--- config.mk ---
export PLATFORM = sky130hd
export DESIGN_NAME = mem_wb_stage
export DESIGN_NICKNAME = d
export VERILOG_FILES = /design/src/rtl/mem_wb_stage.sv
export SDC_FILE = /design/constraint.sdc
export NUM_CORES = 1
export LEC_CHECK = 0
export CAP_MARGIN = 0
export CORE_UTILIZATION = 43
export DETAILED_ROUTE_END_ITERATION = 8
export PLACE_DENSITY = 0.8
export SLEW_MARGIN = 20
export SYNTH_ARGS = -nofsm -noshare
export SYNTH_HDL_FRONTEND = slang
export SYNTH_SLANG_ARGS = --single-unit
export TNS_END_PERCENT = 20
--- constraint.sdc ---
create_clock -name clk -period 2.9 [get_ports clk]
set_clock_uncertainty 0.2 [all_clocks]
set_input_delay 0.58 -clock clk [delete_from_list [all_inputs] [get_ports clk]]
set_output_delay 0.58 -clock clk [all_outputs]
set_load 0.01 [all_outputs]
--- src/rtl/mem_wb_stage.sv ---
// Memory-access / write-back stage: issues word loads/stores over a req/ack port,
// stalls upstream while an access is outstanding, and registers the write-back bundle.
module mem_wb_stage #(
   parameter int TIMEOUT_CYCLES = 255
) (
   input  logic        clk,
   input  logic        rst_n,
   input  logic        valid_i,
   input  logic        RegWrite_i,
   input  logic        MemRead_i,
   input  logic        MemWrite_i,
   input  logic        MemtoReg_i,
   input  logic        Branch_i,
   input  logic        Zero_i,
   input  logic [31:0] ALUResult_i,
   input  logic [31:0] rdata2_i,
   input  logic [31:0] addr_jump_i,
   input  logic [4:0]  rd_i,
   input  logic        dmem_ack,
   input  logic [31:0] dmem_rdata,
   output logic        dmem_req,
   output logic        dmem_we,
   output logic [31:0] dmem_addr,
   output logic [31:0] dmem_wdata,
   output logic        stall_o,
   output logic        pcsrc_o,
   output logic [31:0] pc_target_o,
   output logic        valid_o,
   output logic        RegWrite_o,
   output logic [4:0]  rd_o,
   output logic [31:0] wb_data_o,
   output logic        misalign_o,
   output logic        bus_err_o
);

   typedef enum logic {IDLE, WAIT_ACK} state_t;

   localparam logic [9:0] LP_TMO_LAST = 10'(TIMEOUT_CYCLES - 1);

   state_t      r_state, w_state_nxt;
   logic [9:0]  r_cnt;
   logic [4:0]  r_rd;
   logic        r_regwrite;
   logic        r_memtoreg;

   logic        w_mem, w_misal, w_issue, w_tmo, w_taken;

   assign w_mem   = MemRead_i | MemWrite_i;
   assign w_misal = w_mem & (ALUResult_i[1:0] != 2'b00);
   assign w_issue = (r_state == IDLE) & valid_i & w_mem & ~w_misal;
   assign w_taken = Branch_i & Zero_i;
   // An ack arriving on the timeout edge takes priority, so the timeout term excludes it.
   assign w_tmo   = (r_state == WAIT_ACK) & ~dmem_ack & (r_cnt == LP_TMO_LAST);
   assign stall_o = (r_state == WAIT_ACK);

   always_comb begin
      w_state_nxt = r_state;
      case (r_state)
         IDLE:     if (w_issue) w_state_nxt = WAIT_ACK;
         WAIT_ACK: if (dmem_ack || w_tmo) w_state_nxt = IDLE;
         default:  w_state_nxt = IDLE;
      endcase
   end

   always_ff @(posedge clk or negedge rst_n) begin
      if (!rst_n) begin
         r_state     <= IDLE;
         r_cnt       <= '0;
         r_rd        <= '0;
         r_regwrite  <= 1'b0;
         r_memtoreg  <= 1'b0;
         dmem_req    <= 1'b0;
         dmem_we     <= 1'b0;
         dmem_addr   <= '0;
         dmem_wdata  <= '0;
         pcsrc_o     <= 1'b0;
         pc_target_o <= '0;
         valid_o     <= 1'b0;
         RegWrite_o  <= 1'b0;
         rd_o        <= '0;
         wb_data_o   <= '0;
         misalign_o  <= 1'b0;
         bus_err_o   <= 1'b0;
      end else begin
         r_state    <= w_state_nxt;
         valid_o    <= 1'b0;
         pcsrc_o    <= 1'b0;
         misalign_o <= 1'b0;
         bus_err_o  <= 1'b0;
         case (r_state)
            IDLE: begin
               if (valid_i) begin
                  pcsrc_o <= w_taken;
                  if (w_taken) pc_target_o <= addr_jump_i;
                  if (!w_mem) begin
                     valid_o    <= 1'b1;
                     rd_o       <= rd_i;
                     wb_data_o  <= ALUResult_i;
                     RegWrite_o <= RegWrite_i & (rd_i != 5'd0);
                  end else if (w_misal) begin
                     misalign_o <= 1'b1;
                     valid_o    <= 1'b1;
                     RegWrite_o <= 1'b0;
                  end else begin
                     dmem_req   <= 1'b1;
                     dmem_we    <= MemWrite_i;
                     dmem_addr  <= ALUResult_i;
                     dmem_wdata <= rdata2_i;
                     r_rd       <= rd_i;
                     r_regwrite <= RegWrite_i;
                     r_memtoreg <= MemtoReg_i;
                     r_cnt      <= '0;
                  end
               end
            end
            WAIT_ACK: begin
               if (dmem_ack) begin
                  dmem_req   <= 1'b0;
                  valid_o    <= 1'b1;
                  rd_o       <= r_rd;
                  wb_data_o  <= r_memtoreg ? dmem_rdata : dmem_addr;
                  RegWrite_o <= r_regwrite & (r_rd != 5'd0);
               end else if (w_tmo) begin
                  dmem_req   <= 1'b0;
                  bus_err_o  <= 1'b1;
                  valid_o    <= 1'b1;
                  RegWrite_o <= 1'b0;
               end else begin
                  r_cnt <= r_cnt + 10'd1;
               end
            end
            default: ;
         endcase
      end
   end

endmodule

==> summary.md <==
| Metric | Value |
|---|---|
| Layout net count | `1117` |
| Hold Crit Class | `flop to flop` |
| Clock slew at reported path FFs | `0.06 ns` |
| Sequential-to-total area share from yosys stat | `0.584` |
| Yosys warning count | `0` |
| Sw power | `1.98 mW` |
| Worst path depth | `1` |
| Max Cap Viol | `0` |
| CTS tree | `built` |
| Post-Syn Area | `0.00677 mm2` |
| Tmin final | `2.63 ns` |
| Global-route wire length before repair | `31.5 mm` |
| Die Span Y | `127 um` |
| Number of synthesized flops with an enable pin | `0` |
| Root Driver | `clkbuf_16` |
| Placed cells | `1163` |
| Detailed-route via count | `5879` |
| Switching Fraction | `0.272` |
| GRT overflow | `0` |
| Post-route DRC | `0` |
| Fin. Hold Viols | `0` |
| Gate power share | `0.273` |
| Worst-Skew Late Latency | `0.42 ns` |
| Core area | `0.0153 mm2` |
| Synth Flop Type | `dfrtp_1` |
| Finished Layout Cells | `1194` |
| Slew HR | `0.569` |
| Hold path cells | `2` |
| DIE AREA | `0.0162 mm2` |
| LEAKAGE | `4.78 nW` |
| Total CTS buffers | `17` |
| Tot Pwr | `7.29 mW` |
| Detailed placement HPWL | `14.1 mm` |
| Crit path buf inv count | `1` |
| Initial Utilization | `0.444` |
| Die X | `127 um` |
| Largest net degree at the start of global routing | `64` |
| Cells after synthesis | `696` |
| Syn Nets | `841` |
| Final instance area | `0.0105 mm2` |
| Status | `completed` |
| Setup TNS | `0 ns` |
| DP Area | `0.00989 mm2` |
| Crit. End Element | `output port` |
| Post-synthesis register bit count | `158` |
| GRT Total Usage | `0.253` |
| CP Max Fanout | `14` |
| Row cnt | `45` |
| Worst-path cell chain | `clkdlybuf4s50_1` |
| Syn_area_per_cell | `9.73 um2` |
| Distinct cells, synth | `38` |
| Share of cells above drive strength 1 | `0.0834` |
| Maximum VDD drop | `0.000472 V` |
| Port Buffers | `283` |
| Routed WL per cell | `16.7 um` |
| Clk buf depth | `2` |
| PostCTS Resize Cnt | `0` |
| Flop pwr share | `0.402` |
| Initial antenna violation count | `0` |
| Gp weighted congestion | `0.791` |
| H-tree lvl count | `4` |
| Worst EP arrival | `1.85 ns` |
| Int Power | `5.31 mW` |
| Crit path kind | `flop to output port` |
| Area growth syn-to-layout | `55.5%` |
| Ys async rst share | `1.00` |
| IO Count | `284` |
| WHS | `0.273 ns` |
| Iter 0 DRT Violations | `180` |
| Vias per Instance | `4.92` |
| RSZ-0062 raised after global routing | `no` |
| Max Transition Viols Final | `0` |
| Crit-path max cell delay | `0.75 ns` |
| Worst Max-Slew Pin Slew | `0.646 ns` |
| Clock share of power | `0.326` |
| Slowest CP cell | `dfrtp_1` |
| DRT Pass-1 Iters | `4` |
| Vias in the first global route | `6061` |
| Final setup fails | `0` |
| Sink Count | `158` |
| Worst R2R Path Depth | `6` |
| FMAX | `0.380 GHz` |
| Antenna Cells | `0` |
| Routed WL | `19.9 mm` |
| Critical path required time | `2.12 ns` |
| Period Utilization, post-route | `0.906` |
| Delay-heaviest family, CP | `flip-flops` |
| PwrDens | `693 mW/mm2` |
| Routed Antenna Nets | `0` |
| CP Launch Type | `flop` |
-- cells by family (layout without fill, tap and decap cells) --
logic type | after synthesis | count (layout) | synth area share
mux | 71 | 71 | 0.111
buf+inv | 45 | 332 | 0.0283
simple gates | 329 | 329 | 0.195
compound gates | 91 | 91 | 0.0775
flops | 158 | 158 | 0.584
fa+ha+maj | 2 | 2 | 0.00370
-- sequential cells by signal, summed over array words and instances (netlist names), 5 cells and up --
register and count:
r_rd 5, rd_o 5, wb_data_o 32, dmem_addr 32
r_cnt 10, dmem_wdata 32, pc_target_o 32
-- cell usage after synthesis (all sizes together) (2+ instances only) --
cell     instances  area, um2
a21oi           34        170
and2             2       12.5
and3             4       25.0
buf             18       90.1
clkbuf          23       86.3
dfrtp          158       3950
ha               2       25.0
inv              4       15.0
mux2            33        372
mux2i           38        380
nand2          259        972
nand2b           2       12.5
nand3           12       60.1
nor2            36        135
o2111ai          2       17.5
o211ai           6       45.0
o21ai           40        200
o31ai            2       28.8
or4              7       52.6
-- cell usage in the layout, fill, tap and decap left out, types with 2 or more instances in the layout --
| cell | instances |
|---|---|
| nand2_1 | 259 |
| clkbuf_8 | 4 |
| dfrtp_1 | 157 |
| clkdlybuf4s50_1 | 282 |
| and2_1 | 2 |
| o21ai_0 | 40 |
| nand3_1 | 11 |
| mux2_2 | 32 |
| nor2_1 | 36 |
| inv_1 | 3 |
| ha_1 | 2 |
| a21oi_1 | 34 |
| clkbuf_16 | 17 |
| mux2i_1 | 38 |
| and3_1 | 3 |
| nand2b_1 | 2 |
| or4_1 | 7 |
| buf_4 | 8 |
| o211ai_1 | 6 |
| bufinv_16 | 4 |
| buf_12 | 6 |
| clkbuf_1 | 3 |
| o2111ai_1 | 2 |
-- cell type report --
type	instances	area, um2
Clock inverter	6	133
Inverter	4	15.0
Fill cell	1189	4730
Multi-Input combinational cell	493	2640
Sequential cell	158	3960
Tap cell	211	264
Clock buffer	24	492
Timing Repair Buffer	298	3020
-- through the flow --
stage	utilization	setup WS, ns
after floorplan	-	0.791
after global placement	0.648	0.416
after detailed placement	0.648	0.372
after CTS	0.690	0.231
after global routing	0.690	0.193
final	0.690	0.272
-- metal layers --
layer / vias up / track usage / part of all wire
li1: 2854 / - / -
met1: 2782 / 0.306 / 0.41
met2: 213 / 0.426 / 0.49
met3: 28 / 0.0871 / 0.083
met4: 2 / 0.0784 / 0.018
met5: - / 0 / 0.00030
-- worst paths after layout --
check | startpoint | endpoint | slack, ns
max in group asynchronous | rst_n | wb_data_o[26]$_DFFE_PN0P_ | 1.25
min | dmem_wdata[11]$_DFFE_PN0P_ | dmem_wdata[11]$_DFFE_PN0P_ | 0.27
min reg2reg | dmem_wdata[11]$_DFFE_PN0P_ | dmem_wdata[11]$_DFFE_PN0P_ | 0.27
max reg2reg | r_cnt[0]$_DFFE_PN0P_ | RegWrite_o$_DFFE_PN0P_ | 0.38
min in group asynchronous | rst_n | dmem_addr[2]$_DFFE_PN0P_ | 0.53
max | stall_o$_DFF_PN0_ | stall_o | 0.27
-- power groups by stage --
stage	combinational [mW]	sequential, mW	clock [mW]
floorplan	0.583	3.09	0
global placement	1.96	2.94	0
detailed placement	2.00	2.96	0
CTS	2.01	2.93	2.42
global route	2.15	2.98	2.53
finish	1.99	2.93	2.37
-- timing repair --
action / in CTS / in global routing
hold buffers: 1 / 0
setup endpoints to repair: 0 / 0
hold endpoints to repair: 61 / 0
setup buffers: 0 / 0
(Power assumes the default switching activity.)
